===== config.mk =====
export PLATFORM = sky130hd
export DESIGN_NAME = sfpp_reconfig_st_channel_arbiter_flat
export DESIGN_NICKNAME = d
export VERILOG_FILES = /design/src/rtl/sfpp_reconfig_st_channel_arbiter_if.sv /design/src/rtl/sfpp_reconfig_st_channel_arbiter.sv /design/src/flat_wrapper.sv
export SDC_FILE = /design/constraint.sdc
export NUM_CORES = 1
export LEC_CHECK = 0
export CORE_ASPECT_RATIO = 1.4
export CORE_MARGIN = 2
export CORE_UTILIZATION = 40
export CTS_BUF_LIST = sky130_fd_sc_hd__clkbuf_8 sky130_fd_sc_hd__clkbuf_16
export DETAILED_ROUTE_END_ITERATION = 8
export PLACE_DENSITY = 0.82
export SLEW_MARGIN = 20
export SYNTH_ARGS = -nofsm -noshare
export SYNTH_HDL_FRONTEND = slang
export SYNTH_SLANG_ARGS = --single-unit

===== constraint.sdc =====
create_clock -name clk -period 2.2 [get_ports clk]
set_input_delay 0.33 -clock clk [delete_from_list [all_inputs] [get_ports clk]]
set_output_delay 0.33 -clock clk [all_outputs]
set_load 0.02 [all_outputs]

===== src/rtl/sfpp_reconfig_st_channel_arbiter_if.sv =====
// Avalon-ST bundle between NUM_CH packet sources, the channel arbiter and its sink.
// The arbiter takes the master modport; the sources/sink environment takes slave.
interface sfpp_reconfig_st_channel_arbiter_if #(
    parameter int NUM_CH = 4,
    parameter int DATA_W = 8,
    parameter int CH_W   = 8
);
    logic [NUM_CH-1:0]        in_valid;
    logic [NUM_CH-1:0]        in_ready;
    logic [NUM_CH*DATA_W-1:0] in_data;
    logic [NUM_CH-1:0]        in_startofpacket;
    logic [NUM_CH-1:0]        in_endofpacket;
    logic                     out_ready;
    logic                     out_valid;
    logic [DATA_W-1:0]        out_data;
    logic [CH_W-1:0]          out_channel;
    logic                     out_startofpacket;
    logic                     out_endofpacket;

    modport master (
        input  in_valid, in_data, in_startofpacket, in_endofpacket, out_ready,
        output in_ready, out_valid, out_data, out_channel, out_startofpacket, out_endofpacket
    );

    modport slave (
        output in_valid, in_data, in_startofpacket, in_endofpacket, out_ready,
        input  in_ready, out_valid, out_data, out_channel, out_startofpacket, out_endofpacket
    );
endinterface


===== src/rtl/sfpp_reconfig_st_channel_arbiter.sv =====
// Packet-aware round-robin arbiter: merges NUM_CH byte sources into one channelized
// stream, holding each grant from SOP to EOP behind a single registered output stage.
module sfpp_reconfig_st_channel_arbiter #(
    parameter int NUM_CH = 4,
    parameter int DATA_W = 8,
    parameter int CH_W   = 8
) (
    input  logic              clk,
    input  logic              reset,
    input  logic [NUM_CH-1:0] ch_enable,
    sfpp_reconfig_st_channel_arbiter_if.master st,
    output logic              busy,
    output logic [3:0]        grant_idx,
    output logic              err_orphan,
    output logic [15:0]       pkt_count
);
    typedef enum logic {IDLE, LOCKED} state_t;

    state_t            state_q, state_d;
    logic [3:0]        rr_ptr_q, rr_ptr_d;
    logic [3:0]        grant_q, grant_d;
    logic              out_valid_q, out_valid_d;
    logic [DATA_W-1:0] out_data_q, out_data_d;
    logic [CH_W-1:0]   out_channel_q, out_channel_d;
    logic              out_sop_q, out_sop_d;
    logic              out_eop_q, out_eop_d;
    logic              err_orphan_q, err_orphan_d;
    logic [15:0]       pkt_count_q, pkt_count_d;

    logic              can_acc, xfer, found;
    logic              g_valid, g_sop, g_eop;
    logic [DATA_W-1:0] g_data;
    logic [NUM_CH-1:0] eligible, orphan, in_ready_c;

    assign can_acc  = !out_valid_q || st.out_ready;
    assign eligible = st.in_valid & st.in_startofpacket & ch_enable;
    assign orphan   = st.in_valid & ~st.in_startofpacket & ch_enable;

    always_comb begin
        g_valid = 1'b0;
        g_sop   = 1'b0;
        g_eop   = 1'b0;
        g_data  = '0;
        for (int i = 0; i < NUM_CH; i++) begin
            if (grant_q == 4'(i)) begin
                g_valid = st.in_valid[i];
                g_sop   = st.in_startofpacket[i];
                g_eop   = st.in_endofpacket[i];
                g_data  = st.in_data[i*DATA_W +: DATA_W];
            end
        end
    end

    always_comb begin
        state_d      = state_q;
        rr_ptr_d     = rr_ptr_q;
        grant_d      = grant_q;
        in_ready_c   = '0;
        xfer         = 1'b0;
        found        = 1'b0;
        err_orphan_d = 1'b0;
        case (state_q)
            IDLE: begin
                // Search starts just after the last packet's owner, wrapping modulo NUM_CH.
                for (int k = 1; k <= NUM_CH; k++) begin
                    for (int i = 0; i < NUM_CH; i++) begin
                        if (!found && eligible[i] && (i == (int'(rr_ptr_q) + k) % NUM_CH)) begin
                            found   = 1'b1;
                            grant_d = 4'(i);
                        end
                    end
                end
                if (found) state_d = LOCKED;
                in_ready_c   = orphan;
                err_orphan_d = |orphan;
            end
            LOCKED: begin
                for (int i = 0; i < NUM_CH; i++) begin
                    if (grant_q == 4'(i)) in_ready_c[i] = can_acc;
                end
                xfer = g_valid && can_acc;
                if (xfer && g_eop) begin
                    state_d  = IDLE;
                    rr_ptr_d = grant_q;
                end
            end
            default: state_d = IDLE;
        endcase
    end

    always_comb begin
        out_valid_d   = out_valid_q;
        out_data_d    = out_data_q;
        out_channel_d = out_channel_q;
        out_sop_d     = out_sop_q;
        out_eop_d     = out_eop_q;
        pkt_count_d   = pkt_count_q;
        if (xfer) begin
            out_valid_d   = 1'b1;
            out_data_d    = g_data;
            out_channel_d = CH_W'(grant_q);
            out_sop_d     = g_sop;
            out_eop_d     = g_eop;
        end else if (out_valid_q && st.out_ready) begin
            out_valid_d = 1'b0;
        end
        if (out_valid_q && st.out_ready && out_eop_q && (pkt_count_q != 16'hFFFF))
            pkt_count_d = pkt_count_q + 16'd1;
    end

    always_ff @(posedge clk) begin
        if (reset) begin
            state_q       <= IDLE;
            rr_ptr_q      <= 4'(NUM_CH - 1);
            grant_q       <= '0;
            out_valid_q   <= 1'b0;
            out_data_q    <= '0;
            out_channel_q <= '0;
            out_sop_q     <= 1'b0;
            out_eop_q     <= 1'b0;
            err_orphan_q  <= 1'b0;
            pkt_count_q   <= '0;
        end else begin
            state_q       <= state_d;
            rr_ptr_q      <= rr_ptr_d;
            grant_q       <= grant_d;
            out_valid_q   <= out_valid_d;
            out_data_q    <= out_data_d;
            out_channel_q <= out_channel_d;
            out_sop_q     <= out_sop_d;
            out_eop_q     <= out_eop_d;
            err_orphan_q  <= err_orphan_d;
            pkt_count_q   <= pkt_count_d;
        end
    end

    assign st.in_ready          = reset ? '0 : in_ready_c;
    assign st.out_valid         = out_valid_q;
    assign st.out_data          = out_data_q;
    assign st.out_channel       = out_channel_q;
    assign st.out_startofpacket = out_sop_q;
    assign st.out_endofpacket   = out_eop_q;
    assign busy                 = (state_q == LOCKED);
    assign grant_idx            = grant_q;
    assign err_orphan           = err_orphan_q;
    assign pkt_count            = pkt_count_q;
endmodule


===== src/flat_wrapper.sv =====
// flat-port wrapper written by rule: the top's interface ports become plain ports
module sfpp_reconfig_st_channel_arbiter_flat 
#(
    parameter int NUM_CH = 4,
    parameter int DATA_W = 8,
    parameter int CH_W   = 8
)
  (clk, reset, ch_enable, busy, grant_idx, err_orphan, pkt_count, st_in_valid, st_in_data, st_in_startofpacket, st_in_endofpacket, st_out_ready, st_in_ready, st_out_valid, st_out_data, st_out_channel, st_out_startofpacket, st_out_endofpacket);
  sfpp_reconfig_st_channel_arbiter_if #(.NUM_CH(NUM_CH), .DATA_W(DATA_W), .CH_W(CH_W)) st_i ();
  input  logic clk;
  input  logic reset;
  input  logic [NUM_CH-1:0] ch_enable;
  output logic busy;
  output logic [3:0] grant_idx;
  output logic err_orphan;
  output logic [15:0] pkt_count;
  input wire logic [$bits(st_i.in_valid)-1:0] st_in_valid;
  input wire logic [$bits(st_i.in_data)-1:0] st_in_data;
  input wire logic [$bits(st_i.in_startofpacket)-1:0] st_in_startofpacket;
  input wire logic [$bits(st_i.in_endofpacket)-1:0] st_in_endofpacket;
  input wire logic [$bits(st_i.out_ready)-1:0] st_out_ready;
  output wire logic [$bits(st_i.in_ready)-1:0] st_in_ready;
  output wire logic [$bits(st_i.out_valid)-1:0] st_out_valid;
  output wire logic [$bits(st_i.out_data)-1:0] st_out_data;
  output wire logic [$bits(st_i.out_channel)-1:0] st_out_channel;
  output wire logic [$bits(st_i.out_startofpacket)-1:0] st_out_startofpacket;
  output wire logic [$bits(st_i.out_endofpacket)-1:0] st_out_endofpacket;
  assign st_i.in_valid = st_in_valid;
  assign st_i.in_data = st_in_data;
  assign st_i.in_startofpacket = st_in_startofpacket;
  assign st_i.in_endofpacket = st_in_endofpacket;
  assign st_i.out_ready = st_out_ready;
  assign st_in_ready = st_i.in_ready;
  assign st_out_valid = st_i.out_valid;
  assign st_out_data = st_i.out_data;
  assign st_out_channel = st_i.out_channel;
  assign st_out_startofpacket = st_i.out_startofpacket;
  assign st_out_endofpacket = st_i.out_endofpacket;
  sfpp_reconfig_st_channel_arbiter #(.NUM_CH(NUM_CH), .DATA_W(DATA_W), .CH_W(CH_W)) u_core (.clk(clk), .reset(reset), .ch_enable(ch_enable), .st(st_i), .busy(busy), .grant_idx(grant_idx), .err_orphan(err_orphan), .pkt_count(pkt_count));
endmodule

==> results of run 1 <==
synthesized netlist by cell type, drive strengths merged:
cell and n:
o311a 1, buf 16, inv 5, or4 2, nand2b 1, and4 2, o32a 4, o21bai 1
o31ai 1, nand3b 1, nor2b 11, a21oi 13, nor2 30, a21boi 1, a2111oi 1, conb 1
mux4 10, a41oi 3, and3 3, nand3 11, and2 1, nor3 6, and4b 2, nor4 1
nand4 5, ha 1, nand2 17, o211a 1, mux2 12, a31oi 2, a211oi 8, o311ai 1
a211o 2, mux2i 14, or3 1, clkbuf 6, dfxtp 35, o21ai 5, o22ai 1, a311oi 1
worst max-delay path, stage by stage:
cell and delay [ps]:
clkdlybuf4s50_1 480, nand2b_1 220, nand3_1 130, o32a_1 190, nor2_1 80, dlygate4sd2_1 340
through the flow:
| stage | hold slack (ps) | instance area, µm² | TNS (ps) | instances |
|---|---|---|---|---|
| 6_report | 503 | 3310 | 0 | 413 |
| 5_1_grt | 536 | 3310 | 0 | 413 |
| 4_1_cts | 508 | 3310 | 0 | 413 |
| 3_5_place_dp | 488 | 3230 | -662 | 405 |
| 3_3_place_gp | 476 | 3230 | -673 | 405 |
| 2_1_floorplan | 495 | 2180 | 0 | 247 |
report_power, final:
part | total [mW] | internal, mW | switching (mW) | leakage, nW
clock network | 0.467 | 0.220 | 0.247 | 0.0402
registers | 0.690 | 0.661 | 0.0292 | 0.284
logic | 0.452 | 0.255 | 0.198 | 1.01
timing repair:
| action | CTS | global route |
|---|---|---|
| setup buffers | 0 | 0 |
| endpoints found under the setup margin | 4 | 2 |
| gates resized for setup | 4 | 3 |
| cloned | 0 | 0 |
logic make-up after synthesis:
logic type	Yosys count	share of synthesized area (%)
compound gates	46	14.9
fa+ha+maj	1	0.580
buf+inv	27	6.50
flops	35	32.5
mux	36	23.2
other cells	1	0.174
simple gates	94	22.1
flip-flops by register name, indices dropped and copies added, names as in the netlist:
register / cells
u_core.st.out_channel: 2
u_core.busy: 1
u_core.st.out_startofpacket: 1
u_core.rr_ptr_q: 2
u_core.pkt_count: 16
u_core.st.out_endofpacket: 1
u_core.err_orphan: 1
u_core.grant_idx: 2
u_core.st.out_data: 8
u_core.st.out_valid: 1
layout make-up:
class                      instances  area [µm²]
tap                               66        82.6
fill                             444        1890
clock buffer                       5        68.8
inverter                           5        18.8
timing repair buffer             114        1080
clock inverter                     3        20.0
sequential                        35         701
multi-input combinational        185        1340
layer usage:
layer	vias to the layer above	global-route usage [%]	share of wire (%)
met5	-	0	0
li1	1090	-	-
met2	97	37.5	53
met3	11	4.99	6.1
met1	1037	23.4	39
met4	0	6.80	1.9
worst paths after layout:
path | start | end | slack, ps
setup / recovery | st_out_ready | st_in_ready[3] | 90
hold / removal | u_core.st.out_data[3] | u_core.st.out_data[3] | 500
hold reg to reg | u_core.st.out_data[3] | u_core.st.out_data[3] | 500
setup reg to reg | u_core.pkt_count[0] | u_core.pkt_count[0] | 250
==> summary.md, run 1 <==
| Metric | Value |
|---|---|
| Run status | `completed` |
| Leading cell types in the layout, fill and taps excluded | `83 x clkdlybuf4s50_1, 35 x dfxtp_1, 30 x nor2_1, 26 x buf_4, 17 x nand2_1` |
| Total wirelength of the detailed-routed design | `5970 µm` |
| Cell count of the worst hold path | `2` |
| Pwr Density | `486 mW/mm²` |
| Number of antenna repair diodes | `0` |
| Setup skew after layout | `10.9 ps` |
| Top-area cell type share of the netlist area | `32.5%` |
| Mean Syn Cell Area | `8.98 µm²` |
| Final worst path period share | `95.8%` |
| Synthesized instance count | `240` |
| Most common cell after layout, fill and taps aside | `clkdlybuf4s50_1` |
| Classification of the worst setup path | `in -> out` |
| Final core utilization | `63.7%` |
| Sequential share of the synthesized area | `32.5%` |
| Share of cells above drive strength 1 | `17.3%` |
| Crit path capture type | `output pin` |
| First-iteration detailed-routing DRC count | `120` |
| Unrepaired setup endpoints after global routing | `false` |
| Via/cell ratio | `5.41` |
| Number of H-tree levels | `2` |
| Gpl congestion | `0.905` |
| First-pass GRT wire length | `9960 µm` |
| Crit path max fanout | `4` |
| Data required time of the critical path | `1870 ps` |
| Overall fraction of global-route tracks in use | `20.8%` |
| Netlist area before placement | `0.00216 mm²` |
| Hold crit path type | `reg -> reg` |
| Post-detail-place hpwl | `4730 µm` |
| Clk sinks | `35` |
| Chip height | `90.9 µm` |
| Insertion delay of the later-clocked pin in the worst-skew pair | `290 ps` |
| Tightest Pin Transition | `706 ps` |
| Die area | `0.00600 mm²` |
| Total of flip-flops plus latches after synthesis | `35` |
| Number of buffers inserted by hold repair at cts | `0` |
| Nature of the critical path startpoint | `input port` |
| Residual DRC | `0` |
| Number of endpoints failing setup at the final stage | `0` |
| Number of nets in the layout | `398` |
| Timing-limited maximum frequency | `474 MHz` |
| Count of maximum capacitance violations | `0` |
| Effective utilization at floorplan | `41.5%` |
| Final count of pins violating max slew | `0` |
| Average routed wire per standard cell | `14.5 µm` |
| Arrival time at the worst endpoint | `1780 ps` |
| Count of unique library cells instantiated by Yosys | `43` |
| Worst slack at placement | `-234 ps` |
| Tightest slew margin relative to the limit | `52.7%` |
| Initial antenna violation count | `0` |
| Number of input and output port buffers inserted | `87` |
| Number of vias in the routed layout | `2235` |
| Top-level I/O count | `96` |
| Clock-pin slew on the worst setup and hold paths | `80 ps` |
| Count of cells along the worst register-to-register path | `5` |
| Total power of the final layout | `1.61 mW` |
| Number of rows in the core area | `31` |
| Number of buffers on the longest clock path | `2` |
| Main area contributors after synthesis | `dfxtp_1 33%, mux4_2 10%, mux2i_1 6.5%` |
| Yosys warns | `0` |
| Die outline width | `66.0 µm` |
| Number of iterations in the first detailed-routing pass | `4` |
| Final hold violations | `0` |
| Relative area change from synthesis to final layout | `53.6%` |
| IR drop worst, VDD | `0.289 mV` |
| Number of nets with antenna violations after detailed routing | `0` |
| Pin count of the biggest net entering global routing | `43` |
| Root buffer cell | `clkbuf_8` |
| Clock period minus final worst setup slack | `2110 ps` |
| Total congestion overflow after global routing | `0` |
| Number of buffers created by CTS | `5` |
| Fin worst setup slack | `91.8 ps` |
| Standby leakage power | `1.33 nW` |
| Post-synthesis cell type with the largest combined area | `dfxtp_1` |
| Area of the core region | `0.00520 mm²` |
| TritonCTS clock tree | `built` |
| Number of global-route vias before repair | `2272` |
Power figures use the tool's default switching activity.
==> run 2, diff against run 1 <==
--- a/config.mk
+++ b/config.mk
@@ -7,10 +7,11 @@
 export LEC_CHECK = 0
 export CORE_ASPECT_RATIO = 1.4
 export CORE_MARGIN = 2
-export CORE_UTILIZATION = 40
+export CORE_UTILIZATION = 42
 export CTS_BUF_LIST = sky130_fd_sc_hd__clkbuf_8 sky130_fd_sc_hd__clkbuf_16
 export DETAILED_ROUTE_END_ITERATION = 8
-export PLACE_DENSITY = 0.82
+export PLACE_DENSITY = 0.85
+export RECOVER_POWER = 100
 export SLEW_MARGIN = 20
 export SYNTH_ARGS = -nofsm -noshare
 export SYNTH_HDL_FRONTEND = slang
==> run 2 against run 1 <==
Effect of this change:
- cell count decreased by 1.2%
- via count increased by 1.2%
- global-route usage increased by 0.35 points
- cell area decreased by 0.53%
==> summary.md, run 2 (synthesized netlist as in run 1, its figures left out) <==
| Metric | Value |
|---|---|
| Run status | `completed` |
| Share of cells above drive strength 1 | `15.4%` |
| Residual DRC | `0` |
| Tightest Pin Transition | `825 ps` |
| Total wirelength of the detailed-routed design | `6180 µm` |
| Count of maximum capacitance violations | `0` |
| Count of cells along the worst register-to-register path | `6` |
| Hold crit path type | `reg -> reg` |
| Worst hold slack after final layout | `498 ps` |
| Final worst path period share | `95.9%` |
| Number of iterations in the first detailed-routing pass | `4` |
| Effective utilization at floorplan | `44.2%` |
| Crit path capture type | `output pin` |
| Largest register FFs | `16` |
| Number of H-tree levels | `2` |
| Via/cell ratio | `5.54` |
| Final count of pins violating max slew | `0` |
| Timing-limited maximum frequency | `474 MHz` |
| Unrepaired setup endpoints after global routing | `false` |
| Logic gate share of total power | `25.5%` |
| Slack of the worst reg-to-reg path | `160 ps` |
| Final hold violations | `0` |
| Root buffer cell | `clkbuf_8` |
| Number of rows in the core area | `30` |
| Final design instance area without fill | `0.00329 mm²` |
| Number of endpoints failing setup at the final stage | `0` |
| Worst Hold Endpoint | `u_core.st.out_data[4]` |
| Worst r2r src | `u_core.pkt_count[3]` |
| Total setup buffers inserted after CTS | `0` |
| First-pass GRT wire length | `9430 µm` |
| TritonCTS clock tree | `built` |
| Switching portion of total power | `26.7%` |
| Classification of the worst setup path | `in -> out` |
| Area of the core region | `0.00488 mm²` |
| Reg power frac | `39.7%` |
| Number of nets with antenna violations after detailed routing | `0` |
| Net Switching | `0.463 mW` |
| Cell count of the worst hold path | `2` |
| Nature of the critical path startpoint | `input port` |
| Number of antenna repair diodes | `0` |
| Number of buffers on the longest clock path | `2` |
| Number of nets in the layout | `395` |
| Number of global-route vias before repair | `2102` |
| Number of buffers created by CTS | `5` |
| Final core utilization | `67.5%` |
| Tightest slew margin relative to the limit | `45.0%` |
| Clock-pin slew on the worst setup and hold paths | `80 ps` |
| Initial antenna violation count | `0` |
| Standby leakage power | `1.43 nW` |
| First-iteration detailed-routing DRC count | `164` |
| Total congestion overflow after global routing | `0` |
| Internal Dissipation | `1.27 mW` |
| Pin count of the biggest net entering global routing | `43` |
| Number of input and output port buffers inserted | `87` |
| Average routed wire per standard cell | `15.1 µm` |
| Placed Area | `0.00320 mm²` |
| Post-detail-place hpwl | `4870 µm` |
| Insertion delay of the later-clocked pin in the worst-skew pair | `290 ps` |
| Chip height | `88.8 µm` |
| Crit path max fanout | `3` |
| Power share of the clock group | `34.8%` |
| Leading cell types in the layout, fill and taps excluded | `48 x clkdlybuf4s50_1, 35 x dlygate4sd3_1, 35 x dfxtp_1, 30 x nor2_1, 19 x buf_4` |
| Overall fraction of global-route tracks in use | `21.2%` |
| Number of vias in the routed layout | `2262` |
| Pwr Density | `527 mW/mm²` |
| Top-level I/O count | `96` |
| Relative area change from synthesis to final layout | `52.8%` |
| Fillers | `410` |
| Clk sinks | `35` |
| Gpl congestion | `0.900` |
| Data required time of the critical path | `1870 ps` |
| Hold path startpoint | `u_core.st.out_data[4]` |
| Die area | `0.00573 mm²` |
| Total power of the final layout | `1.73 mW` |
| Clock period minus final worst setup slack | `2110 ps` |
| Setup tns final | `0 ps` |
| Setup skew after layout | `6.57 ps` |
| Arrival time at the worst endpoint | `1780 ps` |
| Die outline width | `64.6 µm` |
| IR drop worst, VDD | `0.313 mV` |
| Most common cell after layout, fill and taps aside | `clkdlybuf4s50_1` |
| Endpoint of the lowest-slack register-to-register path | `u_core.pkt_count[3]` |
-- run 2: cell type report --
cell class	count	area, µm²	share of cell area [%]
multi-input cells	185	1330	40.4
inverters	5	18.8	0.570
clock buffers	6	82.6	2.51
repair buffers	111	1050	31.8
well taps	64	80.1	2.43
clock inverters	2	35.0	1.06
flip-flops and latches	35	701	21.3
-- run 2: repair_timing --
item,CTS,global route
setup endpoints to repair,4,2
gates resized for setup,5,2
hold buffers,0,0
cloned,0,0
-- run 2: how the worst max path moves through the flow --
stage | start | slack [ps] | depth (start not counted) | to
5_1_grt | st_out_ready | 10 | 6 | st_in_ready[2]
6_report | st_out_ready | 90 | 6 | st_in_ready[2]
4_1_cts | st_out_ready | 20 | 6 | st_in_ready[0]
3_3_place_gp | st_out_ready | -210 | 6 | st_in_ready[0]
2_1_floorplan | u_core.grant_idx[1] | 310 | 5 | st_in_ready[2]
3_5_place_dp | st_out_ready | -260 | 6 | st_in_ready[0]
-- run 2: metal layers --
metal  share of wire, %  vias to the layer above  routed length (µm)  global-route usage [%]
met3                5.4                       22                 335                    4.07
li1                   -                     1085                   -                       -
met4                3.7                        0                 229                    10.8
met5                  0                        -                   0                       0
met2                 54                       90                3360                    38.7
met1                 36                     1065                2250                    23.2
-- run 2: worst max-delay path, stage by stage --
cell and delay, ps:
clkdlybuf4s50_1 510, nand2b_1 200, nand3_1 130, o32a_1 190, nor2_1 80, dlygate4sd2_1 340
-- run 2: through the flow --
step                setup slack, ps  instances
global route                   10.3        408
detailed placement             -257        400
global placement               -210        400
CTS                            20.0        408
finish                         90.9        408
floorplan                       307        247
-- run 2: power groups by stage --
stage	combinational [mW]	clock, mW	sequential (mW)
after floorplan	0.222	0	0.721
after global placement	0.450	0	0.702
after detailed placement	0.457	0	0.702
after CTS	0.456	0.609	0.688
after global routing	0.474	0.634	0.692
final	0.443	0.603	0.688
==> run 3, diff against run 2 <==
--- a/config.mk
+++ b/config.mk
@@ -6,11 +6,10 @@
 export NUM_CORES = 1
 export LEC_CHECK = 0
 export CORE_ASPECT_RATIO = 1.4
-export CORE_MARGIN = 2
 export CORE_UTILIZATION = 42
 export CTS_BUF_LIST = sky130_fd_sc_hd__clkbuf_8 sky130_fd_sc_hd__clkbuf_16
 export DETAILED_ROUTE_END_ITERATION = 8
-export PLACE_DENSITY = 0.85
+export PLACE_DENSITY = 0.8
 export RECOVER_POWER = 100
 export SLEW_MARGIN = 20
 export SYNTH_ARGS = -nofsm -noshare
==> run 3 against run 2 <==
Effect of this change:
- global-route usage grew 1.6 points
- sequential power is essentially flat
- combinational power is essentially flat
- worst hold slack lost 4.9 ps
- clock power shrank 26%
- first-iteration DRC count shrank 4.9%
- cell count grew 0.25%
- total power shrank 8.7%
- fmax grew 1.7%
- largest cell class unchanged
- largest power group unchanged
==> summary.md, run 3 (synthesized netlist as in run 1, its figures left out) <==
| Metric | Value |
|---|---|
| Initial antenna violation count | `0` |
| Gpl congestion | `0.890` |
| Average routed wire per standard cell | `14.9 µm` |
| Number of endpoints failing setup at the final stage | `0` |
| Number of nets in the layout | `396` |
| Count of cells along the worst register-to-register path | `4` |
| Arrival time at the worst endpoint | `1740 ps` |
| CP endpoint | `st_in_ready[3]` |
| Number of iterations in the first detailed-routing pass | `4` |
| Final count of pins violating max slew | `0` |
| Cell breakdown of the critical path | `clkdlybuf4s50_1 -> nand2b_2 -> nand3_1 -> o32a_1 -> nor2_1 -> dlygate4sd2_1` |
| Number of global-route vias before repair | `2192` |
| Number of buffers on the longest clock path | `2` |
| Chip height | `86.8 µm` |
| Final standard cell count with taps included and fillers excluded | `409` |
| Timing-limited maximum frequency | `482 MHz` |
| Fillers | `400` |
| Worst stage delay on the critical path | `500 ps` |
| Count of maximum capacitance violations | `0` |
| First-pass GRT wire length | `9760 µm` |
| Total power of the final layout | `1.58 mW` |
| Worst r2r src | `u_core.pkt_count[3]` |
| Standby leakage power | `1.42 nW` |
| Data required time of the critical path | `1870 ps` |
| Clock-pin slew on the worst setup and hold paths | `70 ps` |
| Total setup buffers inserted after CTS | `0` |
| Area of the core region | `0.00488 mm²` |
| Placed insts | `401` |
| Library cell contributing the largest single delay on the critical path | `clkdlybuf4s50_1` |
| Pwr Density | `484 mW/mm²` |
| Crit path max fanout | `4` |
| Number of buffers inserted by hold repair at cts | `0` |
| Effective utilization at floorplan | `44.2%` |
| Final worst path period share | `94.3%` |
| Crit path capture type | `output pin` |
| Met3 wire len | `226 µm` |
| Total wirelength of the detailed-routed design | `6080 µm` |
| Root buffer cell | `clkbuf_8` |
| Insertion delay of the later-clocked pin in the worst-skew pair | `280 ps` |
| Most common cell after layout, fill and taps aside | `clkdlybuf4s50_1` |
| Top-level I/O count | `96` |
| Setup tns final | `0 ps` |
| TritonCTS clock tree | `built` |
| Unrepaired setup endpoints after global routing | `false` |
| Routed wire length on met2 | `3350 µm` |
| Setup skew after layout | `4.07 ps` |
| Number of buffers created by CTS | `5` |
| First-iteration detailed-routing DRC count | `156` |
| Run status | `completed` |
| Number of input and output port buffers inserted | `87` |
| Classification of the worst setup path | `in -> out` |
| Overall fraction of global-route tracks in use | `22.8%` |
| Largest register FFs | `16` |
| Tightest slew margin relative to the limit | `45.6%` |
| Final hold violations | `0` |
| IR drop worst, VDD | `0.330 mV` |
| Die outline width | `62.6 µm` |
| Highest metal layer used by the detailed router | `met4` |
| Clock period minus final worst setup slack | `2070 ps` |
| Clk sinks | `35` |
| Post-detail-place hpwl | `4800 µm` |
| Tightest Pin Transition | `816 ps` |
| Number of vias in the routed layout | `2260` |
| Number of antenna repair diodes | `0` |
| Number of H-tree levels | `2` |
| Nature of the critical path startpoint | `input port` |
| Hold crit path type | `reg -> reg` |
| Number of nets with antenna violations after detailed routing | `0` |
| Relative area change from synthesis to final layout | `51.5%` |
| M1 wire length | `2330 µm` |
| Die area | `0.00543 mm²` |
| Share of cells above drive strength 1 | `15.4%` |
| Residual DRC | `0` |
| Leading cell types in the layout, fill and taps excluded | `49 x clkdlybuf4s50_1, 35 x dfxtp_1, 34 x dlygate4sd3_1, 30 x nor2_1, 21 x buf_4` |
| Pin count of the biggest net entering global routing | `43` |
| Via/cell ratio | `5.53` |
| Slack of the worst reg-to-reg path | `300 ps` |
| Number of rows in the core area | `30` |
| Total congestion overflow after global routing | `0` |
| Endpoint of the lowest-slack register-to-register path | `u_core.pkt_count[15]` |
| Worst hold slack after final layout | `493 ps` |
| Critical path launch point | `st_out_ready` |
## run 3: repair_timing
item	4_1_cts	5_1_grt
hold endpoints to repair	0	0
setup endpoints to repair	4	2
pin swaps	0	0
gates resized for setup	4	3
## run 3: worst min-delay path by stage
| stage | endpoint | startpoint | cells past startpoint |
|---|---|---|---|
| CTS | u_core.st.out_data[3] | u_core.st.out_data[3] | 2 |
| global route | u_core.st.out_channel[1] | u_core.st.out_channel[1] | 2 |
| floorplan | u_core.rr_ptr_q[0] | u_core.rr_ptr_q[0] | 1 |
| finish | u_core.st.out_data[3] | u_core.st.out_data[3] | 2 |
| global placement | u_core.st.out_data[1] | u_core.st.out_data[1] | 2 |
| detailed placement | u_core.st.out_data[2] | u_core.st.out_data[2] | 2 |
## run 3: report_power, final
part / total [mW] / switching [mW] / leakage [nW] / internal (mW)
logic: 0.444 / 0.200 / 1.09 / 0.245
registers: 0.691 / 0.0304 / 0.284 / 0.661
clock network: 0.447 / 0.231 / 0.0477 / 0.216
## run 3: layout make-up
type / instances / area (µm²) / area share [%]
Timing Repair Buffer: 112 / 1050 / 32.2
Multi-Input combinational cell: 185 / 1330 / 40.8
Inverter: 5 / 18.8 / 0.574
Sequential cell: 35 / 701 / 21.4
Clock inverter: 3 / 15.0 / 0.460
Clock buffer: 5 / 68.8 / 2.11
Tap cell: 64 / 80.1 / 2.45
## run 3: critical path, delay by kind of cell
kind            cells  cell delay, ps
buf+inv             2             840
compound gates      1             210
simple gates        3             360
## run 3: routing by layer
metal,vias to the layer above,track usage (%)
li1,1083,-
met1,1079,25.1
met2,83,41.6
met3,15,4.21
met4,0,11.4
met5,-,0
## run 3: stage by stage
step           worst slack, ps  area, µm²  utilization [%]
6_report                   126       3270             66.9
3_5_place_dp              -233       3210             65.8
4_1_cts                   31.6       3290             67.4
2_1_floorplan              307       2180                -
5_1_grt                   41.3       3270             66.9
3_3_place_gp              -238       3210             65.8
